--- src/rtl/vga_pattern_gen.sv ---
// Multi-mode VGA test-pattern generator: turns raster coordinates into registered colour,
// with frame-synchronous mode switching, a frame counter and a horizontal scroll offset.
module vga_pattern_gen #(
  parameter int COLOR_BITS  = 1,
  parameter int GRID_LOG2   = 3,
  parameter int CHECK_LOG2  = 4,
  parameter int BAR_WIDTH   = 80,
  parameter int SCROLL_STEP = 1,
  parameter int VSYNC_POL   = 0
) (
  input  logic                  clk,
  input  logic                  reset,
  input  logic [10:0]           hpos,
  input  logic [10:0]           vpos,
  input  logic                  video_active,
  input  logic                  vsync,
  input  logic [2:0]            mode_sel,
  input  logic                  mode_load,
  output logic [COLOR_BITS-1:0] red,
  output logic [COLOR_BITS-1:0] green,
  output logic [COLOR_BITS-1:0] blue,
  output logic [2:0]            mode_cur,
  output logic [7:0]            frame_cnt
);

  localparam logic        VS_ACTIVE  = (VSYNC_POL != 0) ? 1'b1 : 1'b0;
  localparam logic [10:0] BAR_LAST   = 11'(BAR_WIDTH - 1);
  localparam logic [10:0] SCROLL_INC = 11'(SCROLL_STEP);

  function automatic logic [COLOR_BITS-1:0] fill(input logic b);
    fill = {COLOR_BITS{b}};
  endfunction

  logic        prev_vsync_r;
  logic [2:0]  mode_pend_r;
  logic [10:0] scroll_off_r;
  logic [10:0] bar_px_r;
  logic [2:0]  bar_idx_r;

  logic        frame_edge_s;
  logic [10:0] cur_px_s;
  logic [2:0]  cur_idx_s;
  logic [10:0] nxt_px_s;
  logic [2:0]  nxt_idx_s;
  logic [10:0] sx_s;
  logic        grid_h_s;
  logic        grid_v_s;
  logic        unused_s;
  logic [COLOR_BITS-1:0] red_s;
  logic [COLOR_BITS-1:0] green_s;
  logic [COLOR_BITS-1:0] blue_s;

  assign frame_edge_s = (vsync == VS_ACTIVE) && (prev_vsync_r != VS_ACTIVE);
  assign sx_s         = hpos + scroll_off_r;
  assign grid_h_s     = (hpos[GRID_LOG2-1:0] == {GRID_LOG2{1'b0}});
  assign grid_v_s     = (vpos[GRID_LOG2-1:0] == {GRID_LOG2{1'b0}});
  assign unused_s     = ^vpos;

  // Bar position for the current pixel and the state handed to the next pixel.
  always_comb begin
    cur_px_s  = bar_px_r;
    cur_idx_s = bar_idx_r;
    nxt_px_s  = 11'd0;
    nxt_idx_s = 3'd0;
    if (hpos == 11'd0 && video_active) begin
      cur_px_s  = 11'd0;
      cur_idx_s = 3'd0;
    end else begin
      cur_px_s  = bar_px_r;
      cur_idx_s = bar_idx_r;
    end
    if (cur_px_s == BAR_LAST) begin
      nxt_px_s  = 11'd0;
      nxt_idx_s = (cur_idx_s == 3'd7) ? 3'd7 : cur_idx_s + 3'd1;
    end else begin
      nxt_px_s  = cur_px_s + 11'd1;
      nxt_idx_s = cur_idx_s;
    end
  end

  // Colour selection for the current pixel, forced to black outside the visible area.
  always_comb begin
    red_s   = {COLOR_BITS{1'b0}};
    green_s = {COLOR_BITS{1'b0}};
    blue_s  = {COLOR_BITS{1'b0}};
    if (!video_active) begin
      red_s   = {COLOR_BITS{1'b0}};
      green_s = {COLOR_BITS{1'b0}};
      blue_s  = {COLOR_BITS{1'b0}};
    end else begin
      case (mode_cur)
        3'd0: begin
          red_s   = fill(grid_h_s | grid_v_s);
          green_s = fill(vpos[4]);
          blue_s  = fill(hpos[4]);
        end
        3'd1: begin
          red_s   = fill(hpos[CHECK_LOG2] ^ vpos[CHECK_LOG2]);
          green_s = fill(hpos[CHECK_LOG2] ^ vpos[CHECK_LOG2]);
          blue_s  = fill(hpos[CHECK_LOG2] ^ vpos[CHECK_LOG2]);
        end
        3'd2: begin
          red_s   = fill(~cur_idx_s[1]);
          green_s = fill(~cur_idx_s[2]);
          blue_s  = fill(~cur_idx_s[0]);
        end
        3'd3: begin
          red_s   = hpos[4 +: COLOR_BITS];
          green_s = vpos[4 +: COLOR_BITS];
          blue_s  = frame_cnt[7 -: COLOR_BITS];
        end
        3'd4: begin
          red_s   = fill(sx_s[GRID_LOG2-1:0] == {GRID_LOG2{1'b0}});
          green_s = {COLOR_BITS{1'b0}};
          blue_s  = fill(grid_v_s);
        end
        default: begin
          red_s   = {COLOR_BITS{1'b0}};
          green_s = {COLOR_BITS{1'b0}};
          blue_s  = {COLOR_BITS{1'b0}};
        end
      endcase
    end
  end

  // Frame tracking, mode hand-over, bar counters and colour output registers.
  always_ff @(posedge clk) begin
    if (reset) begin
      prev_vsync_r <= ~VS_ACTIVE;
      mode_pend_r  <= 3'd0;
      mode_cur     <= 3'd0;
      frame_cnt    <= 8'd0;
      scroll_off_r <= 11'd0;
      bar_px_r     <= 11'd0;
      bar_idx_r    <= 3'd0;
      red          <= {COLOR_BITS{1'b0}};
      green        <= {COLOR_BITS{1'b0}};
      blue         <= {COLOR_BITS{1'b0}};
    end else begin
      prev_vsync_r <= vsync;
      if (mode_load) begin
        mode_pend_r <= mode_sel;
      end
      // A load coinciding with the edge bypasses the pending register.
      if (frame_edge_s) begin
        frame_cnt    <= frame_cnt + 8'd1;
        scroll_off_r <= scroll_off_r + SCROLL_INC;
        mode_cur     <= mode_load ? mode_sel : mode_pend_r;
      end
      if (video_active) begin
        bar_px_r  <= nxt_px_s;
        bar_idx_r <= nxt_idx_s;
      end
      red   <= red_s;
      green <= green_s;
      blue  <= blue_s;
    end
  end

endmodule
--- config.mk ---
export PLATFORM = sky130hd
export DESIGN_NAME = vga_pattern_gen
export DESIGN_NICKNAME = d
export VERILOG_FILES = /design/src/rtl/vga_pattern_gen.sv
export SDC_FILE = /design/constraint.sdc
export NUM_CORES = 1
export LEC_CHECK = 0
export ABC_AREA = 1
export BUFFER_PORTS_ARGS = -buffer_cell sky130_fd_sc_hd__buf_4
export CORE_MARGIN = 2
export CORE_UTILIZATION = 35
export DETAILED_ROUTE_END_ITERATION = 12
export HOLD_SLACK_MARGIN = 0.08
export PLACE_DENSITY_LB_ADDON = 0.3
export SKIP_CTS_REPAIR_TIMING = 1
export SLEW_MARGIN = 30
export SYNTH_ARGS = -nofsm -noshare
export SYNTH_HDL_FRONTEND = slang
export SYNTH_SLANG_ARGS = --single-unit
--- constraint.sdc ---
create_clock -name clk -period 3.6 [get_ports clk]
set_input_delay 0.54 -clock clk [delete_from_list [all_inputs] [get_ports clk]]
set_output_delay 0.54 -clock clk [all_outputs]
set_load 0.05 [all_outputs]
==> flow_summary.yaml <==
yosys:
  synth_xor_xnor_area_share_pct: 1.382
  synth.lib_cells_used.distinct: 33
  post_synth_most_frequent_cells: "sky130_fd_sc_hd__nand2_1 (57), sky130_fd_sc_hd__inv_1 (38), sky130_fd_sc_hd__dfxtp_1 (35), sky130_fd_sc_hd__nor2_1 (35), sky130_fd_sc_hd__nand3_1 (23)"
  synth.top_cells.by_area: "sky130_fd_sc_hd__dfxtp_1 (37%), sky130_fd_sc_hd__nand2_1 (11%), sky130_fd_sc_hd__inv_1 (7.5%), sky130_fd_sc_hd__nor2_1 (6.9%), sky130_fd_sc_hd__nand3_1 (6.1%)"
  ys_async_sr_fraction_pct: 0
  netlist_area_um2: 1901
  synth_simple_gate_area_share_pct: 32.46
  yosys.area.top_type_share_pct: 36.87
  synth.yosys.seq_area_share_pct: 36.87
  synth.ff_latch_count: 35
  yosysWarningCount: 0
  synthCells: 280
  synth_compound_gate_area_share_pct: 12.51
  synth_mux_area_share_pct: 1.580
  adder_cell_share_of_the_synthesized_area_pct: 4.345
  synth_enable_flop_cells: 0
  netlist.top_cell.by_area: "sky130_fd_sc_hd__dfxtp_1"
  dominantRegCellSynth: "sky130_fd_sc_hd__dfxtp_1"
  synth_top_family_by_area: "simple AND/OR/NAND/NOR gates"
  postSynthNetCount: 316
  synth.most_common_cell: "sky130_fd_sc_hd__nand2_1"
  synthesis.area_per_instance_um2: 6.788
routing:
  first_iter_violations: 92
  drt_wl_total_mm: 4.155
  firstDrtPassIters: 4
  wire_per_inst_um: 10.76
  route.detailed.drc: 0
  post_route_ant_nets: 0
  route.vias.total: 1848
  detail_route.vias_per_cell: 4.788
clocking:
  clk_transition_reported_paths_ps: 80
  worstSkewPairLatency_ps: 290
  cts_inserted_buffers: 5
  cts_root_buf: "sky130_fd_sc_hd__clkbuf_8"
  tritoncts_num_sinks: 35
  htree_levels: 2
  clock_tree.buffer_depth: 2
  cts_tree: "built"
placement:
  port-buffer-count: 36
  finalWeightedCongestion: 0.7934
  dpl_worst_slack_ps: 1019
  dp_hpwl_mm: 3.015
worst_setup_path:
  timing.critical_path.from_type: "primary input"
  arrival_ps: 2480
  timing.critical_path.required_ps: 3820
  end_kind: "flip-flop"
  critPathMaxFanout: 22
  crit_type: "in -> reg"
global_routing:
  antenna_found_initial: 0
  first_global_vias: 1714
  grt_start_max_net_pins: 24
  overflow: 0
  grt_util_all_layers_pct: 14.74
  grt_pass1_wl_mm: 7.314
timing:
  slew_headroom_pct: 70.76
  report.final.setup_viol: 0
  fin_crit_sh_pct: 62.88
  final.setup.tns_ps: 0
  worstMarginPinSlew_ps: 438.2
  hold_viol: 0
  fin_ws_ps: 1337
  fin_worst_skew_ps: 9.988
  slew_viol_final: 0
  unrepaired_setup_endpoints_after_global_routing: "false"
  max_freq_mhz: 441.8
  final.min_clock_period_ps: 2264
power_and_ir_drop:
  static-leakage-power_nw: 1.077
  vdd_drop_max_mv: 0.1610
  power_density_over_cell_area_nw_per_um2: 361.3
floorplanning:
  fp.dieArea_um2: 6036
  ioPinCount: 44
  dieWidth_um: 77.69
  dieHeight_um: 77.69
  starting_density_of_the_core_pct: 36.74
  core_region_area_um2: 5172
  placementRows: 26
cells_and_area:
  area_growth_pct: 21.66
  finalNetCount: 351
  insertedDiodeCount: 0
  drive_gt1_share_pct: 17.41
run_status:
  outcome: "completed"
run:
  max_cap_viol_count: 0
min_path:
  min_path_type: "in -> reg"
## flip-flops by register name, indices dropped and copies added, names as in the netlist
signal / flops
prev_vsync_r: 1
bar_idx_r: 3
green: 1
bar_px_r: 11
blue: 1
mode_cur: 3
red: 1
scroll_off_r: 3
frame_cnt: 8
mode_pend_r: 3
## through the flow
stage / utilization, % / instance area (um^2) / hold slack (ps) / std cells / power [mW]
floorplan: - / 1901 / 445.4 / 280 / 0.4947
global placement: 42.79 / 2213 / 453.9 / 378 / 0.5372
detailed placement: 42.79 / 2213 / 457.3 / 378 / 0.5394
CTS: 44.70 / 2312 / 416.5 / 386 / 0.8489
global route: 44.70 / 2312 / 440.6 / 386 / 0.8745
finish: 44.70 / 2312 / 424.2 / 386 / 0.8354
## report_power, final
part | total (mW) | internal [mW] | switching (mW)
Combinational | 0.120 | 0.0468 | 0.0727
Clock | 0.306 | 0.156 | 0.150
Sequential | 0.410 | 0.401 | 0.00949
## per-layer routing
metal / vias to the layer above / part of all wire, % / global-route usage, %
li1: 977 / - / -
met1: 819 / 48 / 19.02
met2: 45 / 43 / 23.88
met3: 7 / 6.2 / 2.558
met4: 0 / 1.8 / 6.786
met5: - / 0 / 0
## final timing paths
| check | startpoint | end | cells after the start | slack (ps) |
|---|---|---|---|---|
| hold / removal | vsync | prev_vsync_r$_SDFF_PP1_ | 3 | 420 |
| setup / recovery | hpos[1] | bar_px_r[4]$_SDFFE_PP0P_ | 15 | 1340 |
| setup reg to reg | bar_px_r[0]$_SDFFE_PP0P_ | bar_px_r[4]$_SDFFE_PP0P_ | 10 | 1980 |
| hold reg to reg | bar_idx_r[1]$_SDFFE_PP0P_ | bar_idx_r[1]$_SDFFE_PP0P_ | 2 | 460 |
## placed cells by master, fill, tap and decap left out, types with 2 or more instances in the layout
master | netlist | layout
sky130_fd_sc_hd__mux2i_1 | 3 | 3
sky130_fd_sc_hd__nand3b_1 | 2 | 2
sky130_fd_sc_hd__clkbuf_8 | 0 | 6
sky130_fd_sc_hd__nor3b_1 | 2 | 2
sky130_fd_sc_hd__ha_1 | 5 | 5
sky130_fd_sc_hd__and3_1 | 2 | 2
sky130_fd_sc_hd__nor2_1 | 35 | 35
sky130_fd_sc_hd__dfxtp_1 | 35 | 35
sky130_fd_sc_hd__nand2_1 | 57 | 57
sky130_fd_sc_hd__nand4_2 | 2 | 2
sky130_fd_sc_hd__o211ai_1 | 3 | 3
sky130_fd_sc_hd__inv_1 | 38 | 38
sky130_fd_sc_hd__nor3_1 | 9 | 9
sky130_fd_sc_hd__buf_4 | 0 | 36
sky130_fd_sc_hd__inv_2 | 5 | 5
sky130_fd_sc_hd__a21oi_1 | 21 | 21
sky130_fd_sc_hd__nor2_2 | 3 | 3
sky130_fd_sc_hd__o21ai_0 | 13 | 13
sky130_fd_sc_hd__nand3_1 | 23 | 23
sky130_fd_sc_hd__xnor2_1 | 2 | 2
## logic make-up after synthesis
family,Yosys count
adders and majority gates,6
DFF,35
and+or+nand+nor,139
AOI/OAI and AO/OA,43
xor gates and xnor gates,3
muxes,3
buffers and inverters,51
## worst max-delay path, cell delays in order
cell	delay, ps
sky130_fd_sc_hd__buf_4	120
sky130_fd_sc_hd__nor2_1	100
sky130_fd_sc_hd__nand2_1	80
sky130_fd_sc_hd__nor2_1	120
sky130_fd_sc_hd__nand2_2	270
sky130_fd_sc_hd__inv_2	210
sky130_fd_sc_hd__nor2_1	60
sky130_fd_sc_hd__ha_1	220
sky130_fd_sc_hd__nand4_2	150
sky130_fd_sc_hd__inv_1	90
sky130_fd_sc_hd__nand2_1	160
sky130_fd_sc_hd__nand2_1	110
sky130_fd_sc_hd__nor2_1	100
sky130_fd_sc_hd__nor2_1	50
sky130_fd_sc_hd__nor2_1	100
## final cells by class
cell class,count,area (um^2)
Sequential cell,35,700.7
Inverter,43,161.4
Tap cell,70,87.58
Clock inverter,2,16.27
Clock buffer,6,82.58
Timing Repair Buffer,36,270.3
Fill cell,549,2860
Multi-Input combinational cell,194,993.5
(Power assumes the default switching activity.)
